==> src/rtl/timing_counter.sv <==
// Runtime-programmable up/down timing counter for the display sync chain.
// Produces terminal-count trigger, post-wrap pulse and a registered compare window.
module timing_counter #(
    parameter int SIZE         = 10,
    parameter int DEFAULT_MAX  = 799,
    parameter int INIT_VALUE   = DEFAULT_MAX,
    parameter int WIN_POLARITY = 1
) (
    input  logic            CLK,
    input  logic            RESET_N,
    input  logic            ENABLE,
    input  logic            CLEAR,
    input  logic            DOWN,
    input  logic            LOAD_MAX,
    input  logic [SIZE-1:0] MAX_IN,
    input  logic [SIZE-1:0] WIN_START,
    input  logic [SIZE-1:0] WIN_END,
    output logic [SIZE-1:0] TIME_COUNT,
    output logic            TRIGGER_OUT,
    output logic            WRAP_OUT,
    output logic            WINDOW_OUT,
    output logic [SIZE-1:0] MAX_OUT
);

    localparam logic [SIZE-1:0] RST_MAX   = SIZE'(DEFAULT_MAX);
    localparam logic [SIZE-1:0] RST_COUNT = SIZE'(INIT_VALUE);
    localparam logic            WIN_ACT   = (WIN_POLARITY != 0);

    logic [SIZE-1:0] count_q, count_d;
    logic [SIZE-1:0] max_q, max_d;
    logic            trig_q, trig_d;
    logic            wrap_q, wrap_d;
    logic            win_q, win_d;

    logic [SIZE-1:0] start_val;
    logic [SIZE-1:0] terminal_val;
    logic            at_wrap;
    logic            in_win;

    // Out-of-range counts (after max_r shrank) wrap like the terminal value does.
    always_comb begin
        start_val    = DOWN ? max_q : '0;
        terminal_val = DOWN ? '0 : max_q;
        if (DOWN) begin
            at_wrap = (count_q == '0) || (count_q > max_q);
        end else begin
            at_wrap = (count_q >= max_q);
        end
    end

    always_comb begin
        count_d = count_q;
        wrap_d  = 1'b0;
        if (CLEAR) begin
            count_d = start_val;
        end else if (ENABLE) begin
            wrap_d = at_wrap;
            if (DOWN) begin
                count_d = at_wrap ? max_q : count_q - SIZE'(1);
            end else begin
                count_d = at_wrap ? '0 : count_q + SIZE'(1);
            end
        end
    end

    always_comb begin
        if (WIN_START <= WIN_END) begin
            in_win = (count_d >= WIN_START) && (count_d <= WIN_END);
        end else begin
            in_win = (count_d >= WIN_START) || (count_d <= WIN_END);
        end
    end

    // A wrap landing on the terminal value (max_r = 0) must not look like a trigger.
    always_comb begin
        trig_d = ENABLE && !CLEAR && (count_d == terminal_val) && !wrap_d;
        win_d  = WIN_ACT ^ ~in_win;
        max_d  = LOAD_MAX ? MAX_IN : max_q;
    end

    always_ff @(posedge CLK or negedge RESET_N) begin
        if (!RESET_N) begin
            count_q <= RST_COUNT;
            max_q   <= RST_MAX;
            trig_q  <= 1'b0;
            wrap_q  <= 1'b0;
            win_q   <= ~WIN_ACT;
        end else begin
            count_q <= count_d;
            max_q   <= max_d;
            trig_q  <= trig_d;
            wrap_q  <= wrap_d;
            win_q   <= win_d;
        end
    end

    assign TIME_COUNT  = count_q;
    assign TRIGGER_OUT = trig_q;
    assign WRAP_OUT    = wrap_q;
    assign WINDOW_OUT  = win_q;
    assign MAX_OUT     = max_q;

endmodule
==> config.mk <==
export PLATFORM = sky130hd
export DESIGN_NAME = timing_counter
export DESIGN_NICKNAME = d
export VERILOG_FILES = /design/src/rtl/timing_counter.sv
export SDC_FILE = /design/constraint.sdc
export NUM_CORES = 1
export LEC_CHECK = 0
export CAP_MARGIN = 10
export CORE_AREA = 2 2 57 100
export DETAILED_ROUTE_END_ITERATION = 10
export DIE_AREA = 0 0 59 102
export PLACE_DENSITY_LB_ADDON = 0.15
export SLEW_MARGIN = 30
export SYNTH_ARGS = -nofsm -noshare
export SYNTH_HDL_FRONTEND = slang
export SYNTH_SLANG_ARGS = --single-unit
==> constraint.sdc <==
create_clock -name CLK -period 7.1 [get_ports CLK]
set_clock_uncertainty 0.05 [all_clocks]
set_input_delay 0.71 -clock CLK [delete_from_list [all_inputs] [get_ports CLK]]
set_output_delay 0.71 -clock CLK [all_outputs]
set_load 0.02 [all_outputs]
# == Word level (Yosys, flattened, before mapping) ==
# Cells that the tools add are included.
# word_totals
reg_bits,23
word_cells,33
# classes
add_sub_neg,2
n_lt_le_gt_ge,5
n_eq_ne,1
muxes,11
n_reduce_logical,9
# op_table
operator,count
$mux 10,7
$ge 10x10->1,2
$le 10x10->1,2
$add 10x1->10 const B,1
$eq 10x10->1,1
$gt 10x10->1,1
$logic_not 10->1,1
$sub 10x1->10 const B,1
$logic_and 1x1->1,4
$mux 1,4
$logic_not 1->1,2
$logic_or 1x1->1,2

# == Logic depth before layout (Yosys ltp) ==
# logic_depth
depth_word,10
ltp_mapped,19

# == Worst setup path after synthesis ==
# Ideal clock, no wire load.
# synth_path
path_kind,register to register
from,reg count_q[0] (netlist: TIME_COUNT[0])
to,reg win_q (netlist: WINDOW_OUT)
setup_ns,0.131
t_arrival_ns,3.966
t_required_ns,6.919
path_slack_ns,2.953
path_stages_with_launch,19
period_less_slack_ns,4.147
path_cell_list,dfstp_2 -> clkbuf_1 -> inv_1 -> ha_1 -> nand2_1 -> nor3_2 -> nor2_2 -> a2111oi_0 -> a31oi_1 -> a221oi_1 -> o21bai_1 -> ha_1 -> a21o_1 -> a21o_1 -> a21oi_1 -> a21oi_1 -> o21ai_0 -> a21oi_1 -> maj3_1
# synth_via
elab_chain_len,10
elab_cells_between_ends,17
cone_classes,add/sub (2); order compare (4); mux (7); reduce/logical (4)
# synth_lines
element,line_no,rtl
start: declaration,29,"logic [SIZE-1:0] count_q, count_d;"
start signal: assignment,89,count_q <= count_d;
$gt 10x10->1 or $logic_not 10->1 (tied branches),45,at_wrap = (count_q == '0) || (count_q > max_q);
$logic_or 1x1->1,45,
$mux 1,44,if (DOWN) begin
$mux 10 (on tied branches),"61, 59",
$mux 10 (*),58,if (DOWN) begin
$mux 10 (*),56,end else if (ENABLE) begin
$mux 10 (*),54,if (CLEAR) begin
named net count_d[1],29,
$ge 10x10->1 or $le 10x10->1 (tied branches),"68, 70",
$logic_or 1x1->1 or $logic_and 1x1->1 (tied branches),"70, 68",
$mux 1 (*),67,if (WIN_START <= WIN_END) begin
named net in_win,38,logic in_win;
end signal: assignment,87,win_q <= ~WIN_ACT;
end signal: assignment,93,win_q <= win_d;
end: declaration,33,"logic win_q, win_d;"
# The timed path passes the listed nets; every way through them passes the cells marked *.
# A chain may end at the register's enable or synchronous reset.

# == Worst setup path in the final report ==
# layout_path
from,in DOWN
to,reg win_q (netlist: WINDOW_OUT)
# layout_via
elab_chain_len,8
elab_cells_between_ends,12
cone_classes,order compare (2); mux (8); reduce/logical (2)
# layout_lines
element,line_no,rtl
start: declaration,13,"input logic DOWN,"
$mux 1,44,
$mux 10 (on tied branches),"61, 59",
$mux 10,58,
$mux 10,56,
$mux 10 (*),54,
named net count_d[1],29,
$ge 10x10->1 or $le 10x10->1 (tied branches),"68, 70",
$logic_or 1x1->1 or $logic_and 1x1->1 (tied branches),"70, 68",
$mux 1 (*),67,
named net in_win,38,
# Marks and branches as above.

==> flow_summary.yaml <==
power_and_ir_drop:
  leakage_nw: 1.523
  power.density_mw_per_mm2: 219.2
  power_mw: 0.7701
  vdd_drop_max_mv: 0.1236
logic_synthesis:
  synth_flop_cell: "dfstp_2"
  ys_seq_area_share_pct: 20.40
  synth_top_family_by_area: "compound AO/OA/AOI/OAI gates"
  netlist.top_cell.by_area: "ha_1"
  synth_async_sr_flop_share_pct: 100.0
  synth.avg_cell_area_um2: 8.100
  synth_area_leaders: "ha_1 17%, dfstp_2 13%, dfrtp_1 7.7%, nand2_1 5.3%, inv_1 4.6%"
  synth_compound_area_share_pct: 27.28
  synthCells: 359
  synthXorXnorAreaFrac_pct: 3.313
  ys_seq_elements: 23
  synth.most_common_cell: "nand2_1"
  synthesis.area_mm2: 0.002908
  synth_fp_nets: 434
  synth_simple_gate_area_share_pct: 20.22
  synth-edff-count: 0
  synth_top_area_share_pct: 16.78
  synth-adder-area-share_pct: 17.81
  yosysWarnings: 0
  ys_top_cells_by_count: "41 x nand2_1, 39 x ha_1, 36 x inv_1"
  synth.area.mux_share_pct: 3.012
  yosysUniqueCellTypes: 74
final_layout:
  finalNetCount: 483
  drive_above_1_share_pct: 10.57
  fin_util_pct: 67.99
  seq_area_um2: 593.1
  multi_input_area_mm2: 0.002083
  syn_to_final_growth_pct: 20.83
  fillers: 457
  antenna_cells: 0
clock_tree:
  holdBufCountCts: 0
  clockBufferDepth: 2
  htreeDepth: 1
  path_clk_slew_ps: 80
  cts_sinks: 23
  postCtsSetupBuffers: 0
  cts_root_buf: "clkbuf_8"
  cts_resized: 0
  clock_latency_ps: 270
  cts_buffers: 3
  cts_tree: "done"
critical_path:
  worstPathCellList: "clkdlybuf4s50_1, buf_4, clkinv_1, a31oi_1, a21oi_2, a21oi_1, a31oi_1, a221oi_1, o21bai_1, ha_1, a21o_1, a21o_1, a21oi_1, a21oi_1, o21ai_0, a21oi_1, maj3_1"
  cp_max_fo: 19
  path_common_cell: "a21oi_1"
  slowest_stage: "clkinv_1"
  critical_path_required_ps: 7200
  crit_type: "in2reg"
  worst_ep_arrival_time_ps: 5210
  end_kind: "register"
  setup.worst_path.start_class: "primary input"
  path_buf_inv: 3
  slowest_delay_ps: 500
  path_delay_family: "compound AO/OA/AOI/OAI gates"
global_routing:
  grt_pass1_wl_mm: 14.86
  grt_pass1_vias: 3071
  grt.overflow.total: 0
  antenna_found_initial: 0
  grt_start_max_net_pins: 24
  grtUsageTotal_pct: 32.73
place:
  portBuffers: 58
  dp_hpwl_mm: 7.648
  place_ws_ps: 1807
  globalplace.congestion: 0.9268
detailed_routing:
  drtIter0Drc: 200
  wl_per_cell_um: 20.30
  routed_via_density: 6.665
  drc_errors: 0
  drt-pass1-iter-count: 7
  vias: 3079
  routed_wl_mm: 9.378
  drtAntennaViolNets: 0
floorplanning:
  die_width_um: 59
  fp.dieH_um: 102
  dieArea_mm2: 0.006018
  core_mm2: 0.005167
  start_util_pct: 56.27
  ios: 59
  row_count: 35
timing:
  hold_violations: 0
  finalSetupViolCount: 0
  worst_pin_slew_ps: 958.3
  rsz0062_at_grt: "false"
  timing.hold.ws_ps: 355.5
  slew_headroom_pct: 36.12
  fmax_mhz: 195.6
  period_needed_ps: 5113
  period_share_pct: 72.02
  drv_slew: 0
  worst_slack_ps: 1987
  fin_tns_setup_ps: 0
hold_path:
  min_path_type: "in2async"
flow_run:
  maxCapViolCount: 0
status:
  status: "complete, no violations"
## state kept, by name, indices dropped and copies added, names as in the netlist
| register | count |
|---|---|
| MAX_OUT | 10 |
| WRAP_OUT | 1 |
| TRIGGER_OUT | 1 |
| WINDOW_OUT | 1 |
| TIME_COUNT | 10 |
## placed cells by master, fill, tap and decap left out, drive strengths merged, types with 6 or more instances in the layout
cell and n:
a21o 12, a21oi 22, a31oi 6, clkdlybuf4s50 57, dfrtp 9, dfstp 14
ha 39, inv 36, nand2 41, nand3 11, nand4 7, nor2 22
nor3 7, o21ai 20, xnor2 8
## logic make-up after synthesis
group                    count (synthesis)
XOR/XNOR                                11
AO/OA/AOI/OAI                          111
buffers and inverters                   52
adder cells (fa/ha/maj)                 42
flip-flops                              23
multiplexers                             8
AND/OR/NAND/NOR                        112
## power breakdown
part / leakage [nW] / switching [mW] / internal [mW]
clock network: 0.0255 / 0.0440 / 0.0392
logic: 1.24 / 0.274 / 0.201
registers: 0.262 / 0.0503 / 0.162
total: 1.52 / 0.368 / 0.402
## cell type report
cell class	instances	share of cell area [%]
inverter	37	3.953
clock buffer	3	1.175
clock inverter	1	0.1425
timing repair buffer	59	16.60
sequential	23	16.88
multi-input combinational	284	59.29
tap	55	1.959
## stage by stage
stage                     instances  instance area [µm²]
final                           462                 3513
after global routing            462                 3513
after CTS                       462                 3513
after detailed placement        458                 3467
after global placement          458                 3472
after floorplan                 359                 2908
## per-layer routing
layer	part of all wire [%]	wire (µm)	up-vias	track usage (%)
met1	35	3265	1462	34.33
met2	56	5234	155	62.39
met3	4.6	435	37	2.785
li1	-	-	1425	-
met4	4.7	442	0	16.26
met5	0	0	-	0
## path summary, 6_finish.rpt
path / cells after the start / startpoint / slack [ps] / endpoint
worst max-delay path: 17 / DOWN / 1990 / WINDOW_OUT
worst min-delay path: 1 / RESET_N / 360 / MAX_OUT[6]
worst max register to register: 17 / MAX_OUT[9] / 2190 / WINDOW_OUT
worst min register to register: 2 / MAX_OUT[8] / 530 / TIME_COUNT[8]
max in group asynchronous: 1 / RESET_N / 6280 / MAX_OUT[3]
min in group CLK: 2 / MAX_OUT[8] / 530 / TIME_COUNT[8]
Note: power is estimated with default switching activity, not from simulation.
